### config.mk
export PLATFORM = sky130hd
export DESIGN_NAME = pc_redirect
export DESIGN_NICKNAME = d
export VERILOG_FILES = /design/src/rtl/pc_redirect_pkg.sv /design/src/rtl/pc_redirect_rr_arbiter.sv /design/src/rtl/pc_redirect.sv
export SDC_FILE = /design/constraint.sdc
export NUM_CORES = 1
export LEC_CHECK = 0
export CORE_MARGIN = 5
export CORE_UTILIZATION = 34
export CTS_BUF_LIST = sky130_fd_sc_hd__clkbuf_4 sky130_fd_sc_hd__clkbuf_8 sky130_fd_sc_hd__clkbuf_16
export DETAILED_ROUTE_END_ITERATION = 10
export PLACE_DENSITY_LB_ADDON = 0.05
export SYNTH_ARGS = -nofsm -noshare
export SYNTH_HDL_FRONTEND = slang
export SYNTH_SLANG_ARGS = --single-unit
### constraint.sdc
create_clock -name clk -period 5 [get_ports clk]
set_clock_uncertainty 0.1 [all_clocks]
set_input_delay 1 -clock clk [delete_from_list [all_inputs] [get_ports clk]]
set_output_delay 1 -clock clk [all_outputs]
set_load 0.05 [all_outputs]
### src/rtl/pc_redirect_pkg.sv
// Shared types and defaults for the fetch-side PC sequencer.
// Default widths and reset PC mirror the core's constants header.
package pc_redirect_pkg;

  localparam int          XLEN_DEF         = 32;
  localparam int          THREAD_WIDTH_DEF = 2;
  localparam logic [31:0] RESET_PC_DEF     = 32'h0000_0000;
  localparam logic [31:0] STAT_MAX         = 32'hFFFF_FFFF;

  typedef enum logic {
    RUN     = 1'b0,
    WAIT_BR = 1'b1
  } thread_state_t;

  function automatic int num_threads(input int tw);
    return 1 << tw;
  endfunction

endpackage

### src/rtl/pc_redirect_rr_arbiter.sv
// Combinational round-robin pick among requesting threads.
// The search starts just after `last`; `last` itself is tried last.
module rr_arbiter
  import pc_redirect_pkg::*;
#(
  parameter int THREAD_WIDTH = THREAD_WIDTH_DEF,
  localparam int NUM_THREADS = num_threads(THREAD_WIDTH)
) (
  input  logic [NUM_THREADS-1:0]  req,
  input  logic [THREAD_WIDTH-1:0] last,
  output logic                    gnt_valid,
  output logic [THREAD_WIDTH-1:0] gnt_id
);

  logic [THREAD_WIDTH-1:0] idx;

  // Walk farthest-first so the closest requester after `last` wins.
  always_comb begin
    gnt_valid = 1'b0;
    gnt_id    = '0;
    idx       = '0;
    for (int i = NUM_THREADS; i >= 1; i--) begin
      idx = last + THREAD_WIDTH'(i);
      if (req[idx]) begin
        gnt_valid = 1'b1;
        gnt_id    = idx;
      end
    end
  end

endmodule

### src/rtl/pc_redirect.sv
// Per-thread PC sequencer: round-robin fetch, park on control flow, redirect on resolution.
// Optional branch statistics counters: PC_REDIRECT_STATS_EN.
//   state   | meaning
//   RUN     | thread eligible for fetch
//   WAIT_BR | parked until its branch result is popped
module pc_redirect
  import pc_redirect_pkg::*;
#(
  parameter int               XLEN         = XLEN_DEF,
  parameter int               THREAD_WIDTH = THREAD_WIDTH_DEF,
  parameter logic [XLEN-1:0]  RESET_PC     = XLEN'(RESET_PC_DEF)
) (
  input  logic                    clk,
  input  logic                    rst,
  input  logic                    stall_i,
  input  logic                    br_valid_i,
  input  logic                    br_empty_i,
  input  logic                    br_true_i,
  input  logic [THREAD_WIDTH-1:0] br_thread_id_i,
  input  logic [XLEN-1:0]         br_pc_n_i,
  output logic                    pc_ack_o,
  input  logic                    ctrl_valid_i,
  input  logic [THREAD_WIDTH-1:0] ctrl_thread_id_i,
  output logic                    fetch_valid_o,
  output logic [XLEN-1:0]         fetch_pc_o,
  output logic [THREAD_WIDTH-1:0] fetch_thread_id_o,
  output logic                    err_o
`ifdef PC_REDIRECT_STATS_EN
  ,
  output logic [31:0]             stat_taken_o,
  output logic [31:0]             stat_not_taken_o
`endif
);

  localparam int NUM_THREADS = num_threads(THREAD_WIDTH);

  logic [XLEN-1:0]         pc      [NUM_THREADS];
  thread_state_t           st      [NUM_THREADS];
  thread_state_t           st_next [NUM_THREADS];
  logic                    err_next;
  logic [THREAD_WIDTH-1:0] last;
  logic [NUM_THREADS-1:0]  req;
  logic                    gnt_valid;
  logic [THREAD_WIDTH-1:0] gnt_id;

  // Gated by rst so the FIFO is never popped while reset is held.
  assign pc_ack_o = rst & br_valid_i & ~br_empty_i & ~stall_i;

  always_comb begin
    req = '0;
    for (int t = 0; t < NUM_THREADS; t++) begin
      req[t] = (st[t] == RUN) &&
               !(ctrl_valid_i && (ctrl_thread_id_i == THREAD_WIDTH'(t)));
    end
  end

  rr_arbiter #(
    .THREAD_WIDTH(THREAD_WIDTH)
  ) u_arb (
    .req      (req),
    .last     (last),
    .gnt_valid(gnt_valid),
    .gnt_id   (gnt_id)
  );

  // Ack is evaluated after park so a same-thread resolve wins over a bogus re-park.
  always_comb begin
    st_next  = st;
    err_next = err_o;
    if (!stall_i && ctrl_valid_i) begin
      if (st[ctrl_thread_id_i] == WAIT_BR) err_next = 1'b1;
      else                                 st_next[ctrl_thread_id_i] = WAIT_BR;
    end
    if (pc_ack_o) begin
      if (st[br_thread_id_i] == WAIT_BR) st_next[br_thread_id_i] = RUN;
      else                               err_next = 1'b1;
    end
  end

  always_ff @(posedge clk or negedge rst) begin
    if (!rst) begin
      for (int t = 0; t < NUM_THREADS; t++) st[t] <= RUN;
      err_o <= 1'b0;
    end else begin
      st    <= st_next;
      err_o <= err_next;
    end
  end

  always_ff @(posedge clk or negedge rst) begin
    if (!rst) begin
      for (int t = 0; t < NUM_THREADS; t++) pc[t] <= RESET_PC;
      last              <= THREAD_WIDTH'(NUM_THREADS - 1);
      fetch_valid_o     <= 1'b0;
      fetch_pc_o        <= '0;
      fetch_thread_id_o <= '0;
    end else if (!stall_i) begin
      fetch_valid_o <= gnt_valid;
      if (gnt_valid) begin
        fetch_pc_o        <= pc[gnt_id];
        fetch_thread_id_o <= gnt_id;
        pc[gnt_id]        <= pc[gnt_id] + XLEN'(4);
        last              <= gnt_id;
      end
      // A parked thread is never granted, so this cannot collide with the increment.
      if (pc_ack_o && (st[br_thread_id_i] == WAIT_BR)) begin
        pc[br_thread_id_i] <= br_pc_n_i;
      end
    end
  end

`ifdef PC_REDIRECT_STATS_EN
  always_ff @(posedge clk or negedge rst) begin
    if (!rst) begin
      stat_taken_o     <= '0;
      stat_not_taken_o <= '0;
    end else if (pc_ack_o) begin
      if (br_true_i) begin
        if (stat_taken_o != STAT_MAX) stat_taken_o <= stat_taken_o + 32'd1;
      end else begin
        if (stat_not_taken_o != STAT_MAX) stat_not_taken_o <= stat_not_taken_o + 32'd1;
      end
    end
  end
`else
  logic unused_br_true;
  assign unused_br_true = br_true_i;
`endif

endmodule

-- Word-level counts from Yosys, hierarchy flattened
Index checks and enable logic that the tools add are counted.
- RAM bits: 0
- memories kept: 0
- latch bits: 0
- flip-flop bits (word level): 170
- bits in read-only memories: 0
- input port bits: 43
- logic and storage cells: 111
- multipliers: 0
- equality and inequality tests: 3
- bitwise logic cells: 15
- multiplexer cells: 46
- add/sub/neg operators: 4
- reduce and logical (&&, ||, !) cells: 20
- divide/modulo/power cells: 0
- order comparisons: 10
- shifts and indexed selects: 0
- operators by type and width (operator ; count):
    $mux 128 ; 3
    $bwmux 128 ; 2
    $demux 32 s2 ; 2
    $mux 32 ; 4
    $bmux 32 s2 ; 1
    $add 32x3->32 const B ; 1
    $mux 1 ; 18
    $mux 4 ; 4
    $logic_and 1x1->1 ; 13
    $bmux 1 s2 ; 6
    $lt 2x3->1 const B ; 4
    $ge 3x3->1 const B ; 3
    $lt 3x1->1 const B ; 3
    $not 2->3 ; 3
    $mux 2 ; 4
    $not 1->1 ; 6
    $logic_not 1->1 ; 5
    $add 2x2->2 const B ; 2
    $and 4x4->4 ; 1
    $demux 1 s2 ; 2
    $eq 2x2->1 const B ; 2
    $not 4->4 ; 1
    $or 4x4->4 ; 1
    $and 1x1->1 ; 3
    other kinds (4) ; 4

-- Longest topological paths before layout
Gate-level depths: netlist of run 1.
- depth after elaboration: 20
- mapped depth: 15
- mapped depth without buffers: 12

-- Cells and area by module
Synthesis of run 1 repeated with hierarchy kept, for this count alone.
- cells, all modules: 864
- area total of the unflattened synthesis: 8617.0 um^2
- by module, submodules not included (module ; area an instance (um^2) ; cells an instance ; instances):
    pc_redirect ; 8525.7 ; 850 ; 1
    rr_arbiter ; 91.3 ; 14 ; 1

-- Worst setup path before layout of run 1
Ideal clock, no wire load.
- path type: input to register
- from: input port ctrl_valid_i
- to: register pc[126] (netlist name)
- arrival: 3.989 ns
- path slack: 0.768 ns
- required time: 4.756 ns
- stages on the path: 13
- cell sequence: buf_2 > and3b_1 > or3_4 > a311o_4 > nand2_4 > buf_6 > mux2i_1 > mux2i_1 > or4_4 > nor4_1 > nor3b_2 > xor2_1 > o221ai_1
- longest elaborated chain between the ends: 19
- ends and longest elaborated chain (item ; line ; source):
    start: declaration ; pc_redirect.sv:22 ; input logic ctrl_valid_i,
    $logic_and 1x1->1 ; pc_redirect.sv:53 ; !(ctrl_valid_i && (ctrl_thread_id_i == THREAD_WIDTH'(t)));
    $logic_not 1->1 ; pc_redirect.sv:53 ;
    $logic_and 1x1->1 ; pc_redirect.sv:52 ; req[t] = (st[t] == RUN) &&
    $bmux 1 s2 ; pc_redirect_rr_arbiter.sv:24 ; if (req[idx]) begin
    $mux 1 (not written as such) ; pc_redirect_rr_arbiter.sv:24 ;
    $mux 2 (4 in a row) ; pc_redirect_rr_arbiter.sv:24 ;
    $not 2->3 (not written as such) ; pc_redirect.sv:102 ; pc[gnt_id] <= pc[gnt_id] + XLEN'(4);
    $bmux 32 s2 (tied with other cells) ; pc_redirect.sv:102 ;
    $mux 32 (not written as such) or $logic_and 1x1->1 (tied branches) ; pc_redirect.sv:102 ;
    $mux 32 (not written as such) ; pc_redirect.sv:102 ;
    $add 32x3->32 or $demux 32 s2 (tied branches) ; pc_redirect.sv:102 ;
    $bwmux 128 ; pc_redirect.sv:102 ;
    $mux 128 (*) ; pc_redirect.sv:99 ; if (gnt_valid) begin
    $mux 128 (*) ; pc_redirect.sv:97 ; end else if (!stall_i) begin
    $bwmux 128 ; pc_redirect.sv:107 ; pc[br_thread_id_i] <= br_pc_n_i;
    $mux 128 (*) ; pc_redirect.sv:106 ; if (pc_ack_o && (st[br_thread_id_i] == WAIT_BR)) begin
    end signal: indexed assignment ; pc_redirect.sv:102 ;
    end signal: indexed assignment ; pc_redirect.sv:107 ;
    end: declaration ; pc_redirect.sv:37 ; logic [XLEN-1:0] pc [NUM_THREADS];
Every way passes the cells marked *; elsewhere a longest branch is shown, timed or not. The select of a mux whose other input is x is not followed.
A chain may end at the register's enable or synchronous reset.

-- Final worst setup path of run 1
- from: input port ctrl_thread_id_i[0]
- to: register pc[63] (netlist name)
- longest elaborated chain between the ends: 20
- ends and longest elaborated chain (item ; line ; source):
    start: declaration ; pc_redirect.sv:23 ; input logic [THREAD_WIDTH-1:0] ctrl_thread_id_i,
    $eq 2x1->1 (tied with other cells) ; pc_redirect.sv:53 ;
    $logic_and 1x1->1 ; pc_redirect.sv:53 ;
    $logic_not 1->1 ; pc_redirect.sv:53 ;
    $logic_and 1x1->1 ; pc_redirect.sv:52 ;
    $bmux 1 s2 ; pc_redirect_rr_arbiter.sv:24 ;
    $mux 1 (not written as such) ; pc_redirect_rr_arbiter.sv:24 ;
    $mux 2 (4 in a row) ; pc_redirect_rr_arbiter.sv:24 ;
    $not 2->3 (not written as such) ; pc_redirect.sv:102 ;
    $bmux 32 s2 (tied with other cells) ; pc_redirect.sv:102 ;
    $mux 32 (not written as such) or $logic_and 1x1->1 (tied branches) ; pc_redirect.sv:102 ;
    $mux 32 (not written as such) ; pc_redirect.sv:102 ;
    $add 32x3->32 or $demux 32 s2 (tied branches) ; pc_redirect.sv:102 ;
    $bwmux 128 ; pc_redirect.sv:102 ;
    $mux 128 (*) ; pc_redirect.sv:99 ;
    $mux 128 (*) ; pc_redirect.sv:97 ;
    $bwmux 128 ; pc_redirect.sv:107 ;
    $mux 128 (*) ; pc_redirect.sv:106 ;
Marked as above.

==> impl_metrics.toml, run 1 <==
[pwr]
power.share.switching = 0.4476
power.total_mw = 8.949
p_comb_frac = 0.556
power.density_nw_per_um2 = 777.8
vdd_drop_max_mv = 0.3389
p_int_mw = 4.943
p_leak_nw = 4.837
p_clk_frac = 0.171
pwr-share-seq = 0.273
p_switching_mw = 4.006

[synthesis]
synth_cell_types = 69
synth-seq-cells = 170
seq_area_frac_synth = 0.4777
synth-edff-count = 0
ys.flop_type = "dfrtp_1"
synth_fp_nets = 1040
syn_inst = 996
synthArstFlopShare = 1.000
syn_avg_cell_area_sq_um = 8.947
syn_area_sq_um = 8911
synth-warning-count = 0

[layout]
post-route-util = 0.4441
final_cell_mix = "nand2_1, dfrtp_1, a21oi_1, buf_4, o22ai_1"
final_common_cell = "nand2_1"
syn2layout_area_growth_pct = 29.12
fillers = 2590
antenna-diode-count = 0
drive_above_1_share = 0.1810
nNetsFinal = 1186

[grt]
grt_usage = 0.2216
grt_start_max_net_pins = 131
grt.overflow.total = 0
antenna_found_initial = 1
grt_pass1_vias = 8162
grt_first_pass_wirelength_um = 49890

[setup_path]
critPathLaunch = "ctrl_thread_id_i[0]"
path_class = "input port to register"
endpoint_kind = "register"
cp_data_required_time_ns = 5.19
path_cells = "clkdlybuf4s50_1, buf_4, o2bb2ai_1, a211oi_1, a311oi_2, nor2_4, buf_4, a21oi_1, a22o_1, nor4b_2, nand2b_1, nor4b_2, xor2_1, a21oi_1"
crit_family = "simple AND/OR/NAND/NOR gates"
cp_max_fo = 13
cp.arrival_ns = 4.89
cp_slowest_cell = "clkdlybuf4s50_1"
max_stage_delay_ns = 0.51
reg2reg_from = "st[2]"
cp_num_buf_inv = 3
cp-start-kind = "input port"

[routing]
wl_per_cell_um = 21.77
via_count = 8340
drtIter0Drc = 709
viasPerCell = 5.597
drt_wl_total_um = 32440
drc = 0
drt_first_pass_iters = 5
ant_nets = 0

[timing]
max_freq_mhz = 213.0
tightest_slew_ns = 0.8581
rsz0062_at_grt = "no"
fin_crit_sh = 0.9390
slew_headroom = 0.4263
fin_ws_ns = 0.3052
slew_viol_final = 0
fin_crit_ns = 4.695
hold_viol = 0
setup_violations = 0

[floorplan]
die_area_sq_um = 29550
die-height_um = 171.9
initial_utilization = 0.3439
die_w_um = 171.9
core_sq_um = 25910
ios = 80
rows = 59

[flow_run]
maxCapViolCount = 0

[place]
place_congestion = 0.8366
pre_cts_slack_ns = -0.1544
hpwl_um = 21300
portBuffers = 78

[clocking]
clk_latency_ns = 0.43
cts_buffer_depth = 2
cts_buffers = 17
clk_pin_slew_worst_paths_ns = 0.07
cts_root_buffer = "clkbuf_16"
htreeDepth = 4
cts.sinks = 170
tritoncts = "built"

[hold_path]
holdCritPathClass = "input port to async pin"

[run_status]
outcome = "finished clean"
[state kept, by name, indices dropped and copies added, names as in the netlist]
register,count
st,4
pc,128
err_o,1
fetch_thread_id_o,2
last,2
fetch_valid_o,1
fetch_pc_o,32
[power by group through the flow]
stage	Clock (mW)	Combinational, mW	Sequential (mW)
2_1_floorplan	0	2.48	2.81
3_3_place_gp	0	4.90	2.46
3_5_place_dp	0	4.95	2.46
4_1_cts	1.56	4.96	2.44
5_1_grt	1.61	5.40	2.52
6_report	1.53	4.97	2.45
[logic make-up (layout without fill, tap and decap cells)]
family	count (synthesis)	after routing	synth area share
compound gates	354	354	0.2363
xor+xnor	29	29	0.02850
fa+ha+maj	1	1	0.001404
buf+inv	87	246	0.04283
flops	170	170	0.4777
mux	29	29	0.03847
simple gates	326	326	0.1748
[final timing paths]
| kind | to | slack [ns] | cells past startpoint |
|---|---|---|---|
| worst min-delay path | fetch_pc_o[2] | 0.38 | 1 |
| max in group asynchronous | pc[14] | 3.29 | 2 |
| worst max register to register | pc[63] | 0.91 | 12 |
| worst min register to register | fetch_pc_o[25] | 0.38 | 2 |
| min in group clk | fetch_pc_o[25] | 0.38 | 2 |
| worst max-delay path | pc[63] | 0.31 | 14 |
[metal layers]
| metal | up-vias | share of wire | GRT usage |
|---|---|---|---|
| met2 | 237 | 0.44 | 0.3305 |
| met4 | 0 | 0.016 | 0.05195 |
| met5 | - | 0 | 0 |
| met3 | 35 | 0.055 | 0.03635 |
| met1 | 4170 | 0.49 | 0.3375 |
| li1 | 3898 | - | - |
[stage by stage]
step | hold slack, ns | instance area, sq um | cells | TNS, ns
after floorplan | 0.3455 | 8911 | 996 | 0
after global placement | 0.3618 | 10820 | 1455 | -0.7890
after detailed placement | 0.3628 | 10820 | 1455 | -0.9916
after CTS | 0.3796 | 11480 | 1487 | 0
after global routing | 0.3958 | 11510 | 1490 | 0
final | 0.3772 | 11510 | 1490 | 0
[synth_stat cells (all sizes together) (2+ instances only)]
cell / number / share of area
nor3: 8 / 0.0045
or3b: 3 / 0.0029
o221ai: 2 / 0.0020
mux4: 3 / 0.0080
xor2: 18 / 0.018
nor2: 63 / 0.027
a22o: 10 / 0.0098
a22oi: 5 / 0.0042
o22a: 9 / 0.0090
and3: 3 / 0.0021
nor3b: 3 / 0.0031
dfstp: 2 / 0.0059
xnor2: 11 / 0.011
o22ai: 101 / 0.071
nand3: 33 / 0.021
mux2i: 17 / 0.019
nand3b: 6 / 0.0051
a32o: 3 / 0.0034
nand2b: 4 / 0.0028
o21ai: 53 / 0.030
clkbuf: 53 / 0.022
inv: 12 / 0.0051
nor4b: 4 / 0.0067
o2111ai: 2 / 0.0020
nor4: 7 / 0.011
o32ai: 2 / 0.0020
buf: 22 / 0.015
a31oi: 8 / 0.0056
o21a: 3 / 0.0025
a211oi: 4 / 0.0034
nand4: 3 / 0.0021
nand2: 178 / 0.076
dfrtp: 168 / 0.47
a2bb2oi: 2 / 0.0020
a21boi: 2 / 0.0017
a21oi: 142 / 0.080
and2: 3 / 0.0021
or3: 3 / 0.0027
mux2: 9 / 0.011
[final cells by class]
class | instances | area, sq um | share of cell area
multi-input combinational | 739 | 4314 | 0.3749
sequential | 170 | 4257 | 0.3699
timing repair buffer | 202 | 1810 | 0.1574
clock buffer | 18 | 432.9 | 0.03763
tap | 335 | 419.2 | 0.03643
clock inverter | 14 | 227.7 | 0.01979
inverter | 12 | 45.04 | 0.003915
[timing repair]
action / in CTS / in global routing
gates resized for setup: 0 / 0
buffers inserted: 0 / 3
hold buffers: 0 / 0
setup endpoints to repair: 0 / 3
No activity file was read; power rests on OpenSTA's default activity.
==> inputs of run 2 (changes only) <==
--- a/config.mk
+++ b/config.mk
@@ -13,3 +13,4 @@
 export SYNTH_ARGS = -nofsm -noshare
 export SYNTH_HDL_FRONTEND = slang
 export SYNTH_SLANG_ARGS = --single-unit
+export TNS_END_PERCENT = 30
==> results of run 2 <==
Same layout as run 1: the final DEF is identical, and so are final timing and power.
==> inputs of run 3 (changes only) <==
--- a/config.mk
+++ b/config.mk
@@ -5,6 +5,7 @@
 export SDC_FILE = /design/constraint.sdc
 export NUM_CORES = 1
 export LEC_CHECK = 0
+export CORE_ASPECT_RATIO = 1.2
 export CORE_MARGIN = 5
 export CORE_UTILIZATION = 34
 export CTS_BUF_LIST = sky130_fd_sc_hd__clkbuf_4 sky130_fd_sc_hd__clkbuf_8 sky130_fd_sc_hd__clkbuf_16
==> impl_metrics.toml, run 3 (synthesis results as in run 1) <==
[setup_path]
max_stage_delay_ns = 0.59
cp.arrival_ns = 4.90
critPathLaunch = "ctrl_valid_i"
cp_data_required_time_ns = 5.20
reg2reg_from = "last[0]"
cp-endpoint = "pc[63]"
cp-start-kind = "input port"
path_cells = "clkdlybuf4s50_1, buf_4, buf_4, and4bb_2, a31oi_1, a31o_2, nand3_2, buf_12, buf_4, mux2i_1, or4_4, nor4_2, nor4b_4, xor2_1, a21oi_1"
crit_path_frequent_cell = "buf_4"
ff2ff_path_depth = 12
path_class = "input port to register"
worst-r2r-setup-slack_ns = 0.87
cp_slowest_cell = "or4_4"
timing.rr.end = "pc[63]"
cp_max_fo = 16
endpoint_kind = "register"

[timing]
holdWs_ns = 0.2498
setup-tns-final_ns = 0
fin_ws_ns = 0.2973
slew_viol_final = 0
fin_crit_ns = 4.703
hold_viol = 0
tightest_slew_ns = 0.8669
setup_violations = 0
slew_headroom = 0.4159
max_freq_mhz = 212.6
fin_crit_sh = 0.9405
rsz0062_at_grt = "no"

[routing]
drt_first_pass_iters = 5
viasPerCell = 5.639
drtIter0Drc = 632
wl_per_cell_um = 22.23
drc = 0
ant_nets = 0
drt_wl_total_um = 33380
via_count = 8470

[layout]
fin_area_sq_um = 11500
drive_above_1_share = 0.1902
post-route-util = 0.4405
multi_input_area_sq_um = 4322
syn2layout_area_growth_pct = 29.06
largest_reg_flops = 128
top_regs = "pc (128), fetch_pc_o (32), st (4)"
nNetsFinal = 1198
fillers = 2579
antenna-diode-count = 0
regMostFlops = "pc"
final_common_cell = "nand2_1"
finalNonFillerCells = 1502
final_cell_mix = "nand2_1, dfrtp_1, a21oi_1, buf_4, o22ai_1"
seqCellArea_sq_um = 4257

[floorplan]
die_area_sq_um = 29560
rows = 65
initial_utilization = 0.3413
die_w_um = 157.8
die-height_um = 187.3
ios = 80
core_sq_um = 26110

[place]
portBuffers = 78
pre_cts_slack_ns = -0.2279
place_area_sq_um = 10900
hpwl_um = 22040
place_congestion = 0.8153
place_inst = 1470

[run_status]
outcome = "finished clean"

[grt]
grt_first_pass_wirelength_um = 51650
antenna_found_initial = 0
grt.overflow.total = 0
grt_start_max_net_pins = 61
grt_usage = 0.2286
grt_pass1_vias = 8570

[clocking]
htreeDepth = 4
cts_resized = 0
cts.sinks = 170
ctsHoldBuffers = 0
cts_root_buffer = "clkbuf_16"
tritoncts = "built"
cts_setup_buffers = 0
cts_buffer_depth = 2
cts_buffers = 17
clk_latency_ns = 0.45
clk_pin_slew_worst_paths_ns = 0.07

[pwr]
power.density_nw_per_um2 = 768.3
p_leak_nw = 4.859
power.total_mw = 8.836
vdd_drop_max_mv = 0.3172

[flow_run]
maxCapViolCount = 0

[hold_path]
holdCritPathClass = "input port to async pin"
[run 3: worst min-delay path by stage]
stage	start	end
6_report	rst	pc[99]
2_1_floorplan	pc[32]	pc[32]
4_1_cts	rst	pc[99]
5_1_grt	rst	pc[99]
3_3_place_gp	fetch_pc_o[5]	fetch_pc_o[5]
3_5_place_dp	pc[32]	pc[32]
[run 3: area by class of cell]
class / count / area share
Sequential cell: 170 / 0.3701
Multi-Input combinational cell: 739 / 0.3758
Clock inverter: 13 / 0.01240
Timing Repair Buffer: 214 / 0.1631
Tap cell: 335 / 0.03644
Clock buffer: 19 / 0.03829
Inverter: 12 / 0.003916
[run 3: routing by layer]
| layer | wire (um) | GRT usage |
|---|---|---|
| met1 | 14080 | 0.2948 |
| met3 | 1512 | 0.03171 |
| met2 | 16750 | 0.3904 |
| met4 | 1044 | 0.07878 |
| met5 | 0 | 0 |
[run 3: critical path, delay by kind of cell]
family / cells / cell delay, ns
AO/OA/AOI/OAI: 3 / 0.47
XOR/XNOR: 1 / 0.33
buffers and inverters: 5 / 1.27
multiplexers: 1 / 0.15
AND/OR/NAND/NOR: 5 / 1.68
[run 3: report_power, final]
| group | internal (mW) | switching, mW | total, mW | leakage [nW] |
|---|---|---|---|---|
| Combinational | 2.09 | 2.96 | 5.04 | 2.68 |
| Sequential | 2.02 | 0.428 | 2.45 | 1.89 |
| Clock | 0.752 | 0.592 | 1.34 | 0.285 |
